File: src/rtl/regfile_mp.sv
// rtl/regfile_mp.sv - multi-port register file with busy scoreboard; optional bypass via REGFILE_BYPASS_EN
module regfile_mp #(
  parameter int W        = 32,
  parameter int DEPTH    = 32,
  parameter int NR       = 2,
  parameter int ZERO_REG = 1,
  localparam int AW      = (DEPTH > 1) ? $clog2(DEPTH) : 1
) (
  input  logic              i_clk,
  input  logic              i_reset,
  input  logic [NR*AW-1:0]  i_rd_addr,
  output logic [NR*W-1:0]   o_rd_data,
  output logic [NR-1:0]     o_rd_busy,
  input  logic [1:0]        i_wr_en,
  input  logic [2*AW-1:0]   i_wr_addr,
  input  logic [2*W-1:0]    i_wr_data,
  input  logic              i_iss_en,
  input  logic [AW-1:0]     i_iss_addr,
  output logic              o_any_busy
);

  localparam logic [AW:0] DEPTH_L = (AW+1)'(DEPTH);

  logic [W-1:0]     r_mem [DEPTH];
  logic [DEPTH-1:0] r_busy;
  logic [DEPTH-1:0] w_busy_nxt;
  logic [AW-1:0]    w_wa [2];
  logic [W-1:0]     w_wd [2];
  logic [1:0]       w_wok;
  logic             w_iss_ok;
  logic [AW-1:0]    w_ra [NR];

  // An address is storable when it is in range and is not the hard-wired zero register
  function automatic logic f_valid(input logic [AW-1:0] a);
    return ({1'b0, a} < DEPTH_L) && !((ZERO_REG != 0) && (a == '0));
  endfunction

  // Unpack write/issue buses and qualify each request against the address space
  always_comb begin
    for (int p = 0; p < 2; p++) begin
      w_wa[p]  = i_wr_addr[p*AW +: AW];
      w_wd[p]  = i_wr_data[p*W +: W];
      w_wok[p] = i_wr_en[p] && f_valid(w_wa[p]);
    end
    w_iss_ok = i_iss_en && f_valid(i_iss_addr);
  end

  // Unpack read addresses
  always_comb begin
    for (int k = 0; k < NR; k++) begin
      w_ra[k] = i_rd_addr[k*AW +: AW];
    end
  end

  // Next busy vector: retiring writes clear, a new issue sets and overrides a same-cycle clear
  always_comb begin
    w_busy_nxt = r_busy;
    for (int i = 0; i < DEPTH; i++) begin
      if (w_wok[0] && (w_wa[0] == AW'(i))) w_busy_nxt[i] = 1'b0;
      if (w_wok[1] && (w_wa[1] == AW'(i))) w_busy_nxt[i] = 1'b0;
      if (w_iss_ok && (i_iss_addr == AW'(i))) w_busy_nxt[i] = 1'b1;
    end
  end

  // Storage update: port 1 is applied last so it wins an address collision
  always_ff @(posedge i_clk) begin
    if (i_reset) begin
      for (int i = 0; i < DEPTH; i++) r_mem[i] <= '0;
      r_busy <= '0;
    end else begin
      for (int i = 0; i < DEPTH; i++) begin
        if (w_wok[0] && (w_wa[0] == AW'(i))) r_mem[i] <= w_wd[0];
        if (w_wok[1] && (w_wa[1] == AW'(i))) r_mem[i] <= w_wd[1];
      end
      r_busy <= w_busy_nxt;
    end
  end

`ifdef REGFILE_BYPASS_EN
  logic [NR-1:0] w_hit;
`endif

  // Read ports: stored state, optionally overlaid with this cycle's accepted writes
  always_comb begin
    o_rd_data = '0;
    o_rd_busy = '0;
`ifdef REGFILE_BYPASS_EN
    w_hit = '0;
`endif
    for (int k = 0; k < NR; k++) begin
      if (f_valid(w_ra[k])) begin
        o_rd_data[k*W +: W] = r_mem[w_ra[k]];
        o_rd_busy[k]        = r_busy[w_ra[k]];
      end
`ifdef REGFILE_BYPASS_EN
      if (!i_reset) begin
        for (int p = 0; p < 2; p++) begin
          if (w_wok[p] && (w_wa[p] == w_ra[k])) begin
            o_rd_data[k*W +: W] = w_wd[p];
            o_rd_busy[k]        = 1'b0;
            w_hit[k]            = 1'b1;
          end
        end
        if (w_hit[k] && w_iss_ok && (i_iss_addr == w_ra[k])) o_rd_busy[k] = 1'b1;
      end
`endif
    end
  end

  // Aggregate pending-writeback flag from registered state only
  assign o_any_busy = |r_busy;

endmodule

File: config.mk
export PLATFORM = sky130hd
export DESIGN_NAME = regfile_mp
export DESIGN_NICKNAME = d
export VERILOG_FILES = /design/src/rtl/regfile_mp.sv
export SDC_FILE = /design/constraint.sdc
export NUM_CORES = 2
export LEC_CHECK = 0
export CORE_MARGIN = 8
export CORE_UTILIZATION = 33
export DETAILED_ROUTE_END_ITERATION = 12
export GPL_TIMING_DRIVEN = 0
export PLACE_DENSITY_LB_ADDON = 0.25
export RECOVER_POWER = 50
export SYNTH_ARGS = -nofsm -noshare
export SYNTH_HDL_FRONTEND = slang
export SYNTH_SLANG_ARGS = --single-unit
File: constraint.sdc
create_clock -name i_clk -period 6.3 [get_ports i_clk]
set_clock_uncertainty 0.15 [all_clocks]
set_input_delay 0.63 -clock i_clk [delete_from_list [all_inputs] [get_ports i_clk]]
set_output_delay 0.63 -clock i_clk [all_outputs]
set_load 0.02 [all_outputs]
==> flow_metrics.env <==
export IMPL_synth_seq_cells=1056
export IMPL_slowest_delay_ns=1.26
export IMPL_wire_per_inst_um=49.9
export IMPL_synthTopCellsByCount="edfxtp_1 (1,024), nor2_1 (579), a22o_1 (533)"
export IMPL_die_w_um=447
export IMPL_nets=5092
export IMPL_path_clk_slew_ns=0.06
export IMPL_grt_pass1_vias=51700
export IMPL_crit_start="i_rd_addr[8]"
export IMPL_dp_final_hpwl_um=275000
export IMPL_timing_rr_end="r_busy[16]"
export IMPL_period_share_pct=105
export IMPL_layout_min_cycle_time_ns=6.64
export IMPL_leakage_nw=22.8
export IMPL_final_max_slew_viol_count=623
export IMPL_setup_violations=38
export IMPL_worstMarginPinSlew_ns=4.47
export IMPL_final_setup_tns_ns=-3.89
export IMPL_cts_made_buffers=130
export IMPL_routed_via_count=56100
export IMPL_worstSetupEndpoint="o_rd_data[47]"
export IMPL_synth_edf_count=1024
export IMPL_max_freq_mhz=151
export IMPL_die_h_um=447
export IMPL_grt_usage_pct=36.4
export IMPL_yosysMostFrequentCell="edfxtp_1"
export IMPL_powerDensity_mw_per_mm2=280
export IMPL_syn_inst=4624
export IMPL_syn_to_final_growth_pct=15.6
export IMPL_io_buffers=146
export IMPL_yosysSeqAreaShare_pct=51.2
export IMPL_maxCapViolations=46
export IMPL_ys_warn_count=0
export IMPL_clock_latency_ns=0.80
export IMPL_crit_path_frequent_cell="clkdlybuf4s50_1"
export IMPL_cp_start_kind="input port"
export IMPL_synth_compound_area_share_pct=17.0
export IMPL_grt_max_degree=34
export IMPL_gp_congestion=1.08
export IMPL_post_route_drc_count=0
export IMPL_synth_top_area_share_pct=50.1
export IMPL_end_kind="output pin"
export IMPL_first_pass_iters=7
export IMPL_required_ns=5.52
export IMPL_cp_num_buf_inv=5
export IMPL_yosys_area_share_simple_pct=6.29
export IMPL_synth_xor_area_share_pct=0
export IMPL_antenna_found_initial=26
export IMPL_hold_path_class="in -> reg"
export IMPL_power_w=0.0199
export IMPL_antenna_left=0
export IMPL_grt_pass1_wl_um=486000
export IMPL_arrival_ns=5.86
export IMPL_relSlewSlack_pct=-201
export IMPL_async_flop_share_pct=0
export IMPL_die_area_mm2=0.200
export IMPL_yosys_area_top_type="edfxtp_1"
export IMPL_clk_path_buf_depth=3
export IMPL_drt_iter0_drc=12200
export IMPL_rrSetupSlack_ns=5.36
export IMPL_cts_sinks=1056
export IMPL_peakVddDrop_mv=0.286
export IMPL_yosys_top_cells_area="edfxtp_1 (50%), mux4_2 (17%), a22o_1 (7.6%), a211oi_1 (4.0%), nor2_1 (3.5%)"
export IMPL_rows=158
export IMPL_cts_tree="built"
export IMPL_drt_wl_total_um=379000
export IMPL_rsz0062_at_grt="false"
export IMPL_netlist_area_mm2=0.0614
export IMPL_gr_total_overflow=0
export IMPL_path_max_fanout=10
export IMPL_core_area_mm2=0.185
export IMPL_cp_top_family="buffers and inverters"
export IMPL_worst_slack_ns=-0.342
export IMPL_root_buffer="clkbuf_16"
export IMPL_synth_cell_types=67
export IMPL_fillers=17700
export IMPL_status="finished with violations"
export IMPL_synthMuxAreaShare_pct=20.8
export IMPL_synth_top_family_by_area="multiplexers"
export IMPL_synthFlopType="edfxtp_1"
export IMPL_path_class="in -> out"
export IMPL_avgSynthCellArea_um2=13.3
export IMPL_htreeDepth=4
export IMPL_cts_setup_buffers=0
export IMPL_slowest_stage="clkbuf_1"
export IMPL_reg2reg_depth=2
export IMPL_rr_startpoint="r_busy[16]"
export IMPL_violations="capacitance limit, slew limit, setup timing"
export IMPL_drive_gt1_share_pct=18.2
export IMPL_finalHoldViolations=0
export IMPL_ios=161
export IMPL_start_util_pct=33.2
export IMPL_yosys_area_share_adder_pct=0
export IMPL_path_cells="clkdlybuf4s50_1, and2_1, buf_1, clkbuf_1, a22o_1, a2111oi_1, buf_2, nor3_1, clkdlybuf4s50_1"
export IMPL_vias_per_cell=7.38
export IMPL_worst_path_stages=9
worst min-delay path by stage:
stage                             to          start  slack, ns  depth (start not counted)
final                      r_busy[1]  i_iss_addr[3]       0.14                          2
after global routing       r_busy[2]  i_iss_addr[3]       0.17                          2
after CTS                  r_busy[1]  i_iss_addr[3]       0.12                          2
after detailed placement  r_busy[27]     r_busy[27]       0.33                          2
after floorplan           r_busy[30]     r_busy[30]       0.30                          2
after global placement    r_busy[31]     r_busy[31]       0.32                          2
state kept, by name, summed over array words and instances (netlist names):
register	flops
r_mem	1024
r_busy	32
placed cells by master (no fill, tap or decap), types with 26 or more instances in the layout:
| cell | count |
|---|---|
| edfxtp_1 | 1024 |
| inv_1 | 27 |
| a21oi_1 | 35 |
| o22ai_1 | 297 |
| a211oi_1 | 323 |
| clkbuf_16 | 132 |
| buf_2 | 100 |
| nor2b_1 | 29 |
| clkbuf_1 | 496 |
| nor2_1 | 578 |
| clkdlybuf4s50_1 | 143 |
| dfxtp_1 | 32 |
| nor3_1 | 62 |
| mux2i_1 | 184 |
| mux2_2 | 29 |
| a2111oi_0 | 34 |
| a22oi_1 | 28 |
| clkbuf_2 | 26 |
| nand2_1 | 68 |
| clkinv_1 | 29 |
| mux4_2 | 466 |
| buf_1 | 33 |
| buf_4 | 27 |
| conb_1 | 32 |
| a22o_1 | 533 |
final cells by class:
type / instances / area, µm² / area share, %
Timing Repair Buffer: 211 / 2080 / 2.94
Sequential cell: 1056 / 31400 / 44.2
Tap cell: 2480 / 3100 / 4.37
Clock inverter: 65 / 579 / 0.817
Multi-Input combinational cell: 2937 / 27300 / 38.5
Inverter: 30 / 113 / 0.159
Antenna cell: 22 / 55.1 / 0.0776
Buffer: 632 / 2810 / 3.97
Clock buffer: 170 / 3470 / 4.89
per-layer routing:
metal	up-vias	part of all wire [%]	track usage, %
li1	19800	-	-
met1	28200	33	42.7
met2	6433	39	49.1
met3	1705	16	16.8
met4	8	12	32.7
met5	-	0.015	0.216
metrics by stage:
stage | cells | setup slack [ns] | area [µm²] | util [%] | hold slack [ns]
3_5_place_dp | 7344 | -0.661 | 67400 | 36.4 | 0.327
5_1_grt | 7582 | 0.0369 | 70900 | 38.3 | 0.172
3_3_place_gp | 7281 | -4.62 | 66000 | 35.7 | 0.316
6_report | 7603 | -0.342 | 70900 | 38.3 | 0.145
4_1_cts | 7579 | -0.000370 | 71500 | 38.7 | 0.119
2_1_floorplan | 4655 | 0.403 | 61500 | - | 0.304
repair_timing:
action,CTS,global route
setup endpoints to repair,21,6
resized for setup,19,4
hold buffers,0,0
report_power, final:
group / switching [W] / internal [W] / leakage (nW)
clock network: 0.00332 / 0.00422 / 1.97
logic: 0.00246 / 0.00128 / 10.7
registers: 0.000300 / 0.00828 / 10.1
cell families (layout without fill, tap and decap cells):
group,after synthesis,in the layout
multiplexers,687,687
flip-flops,1056,1056
other,1,54
AO/OA/AOI/OAI,1346,1346
AND/OR/NAND/NOR,872,872
buffers and inverters,662,1108
(Power assumes the default switching activity.)
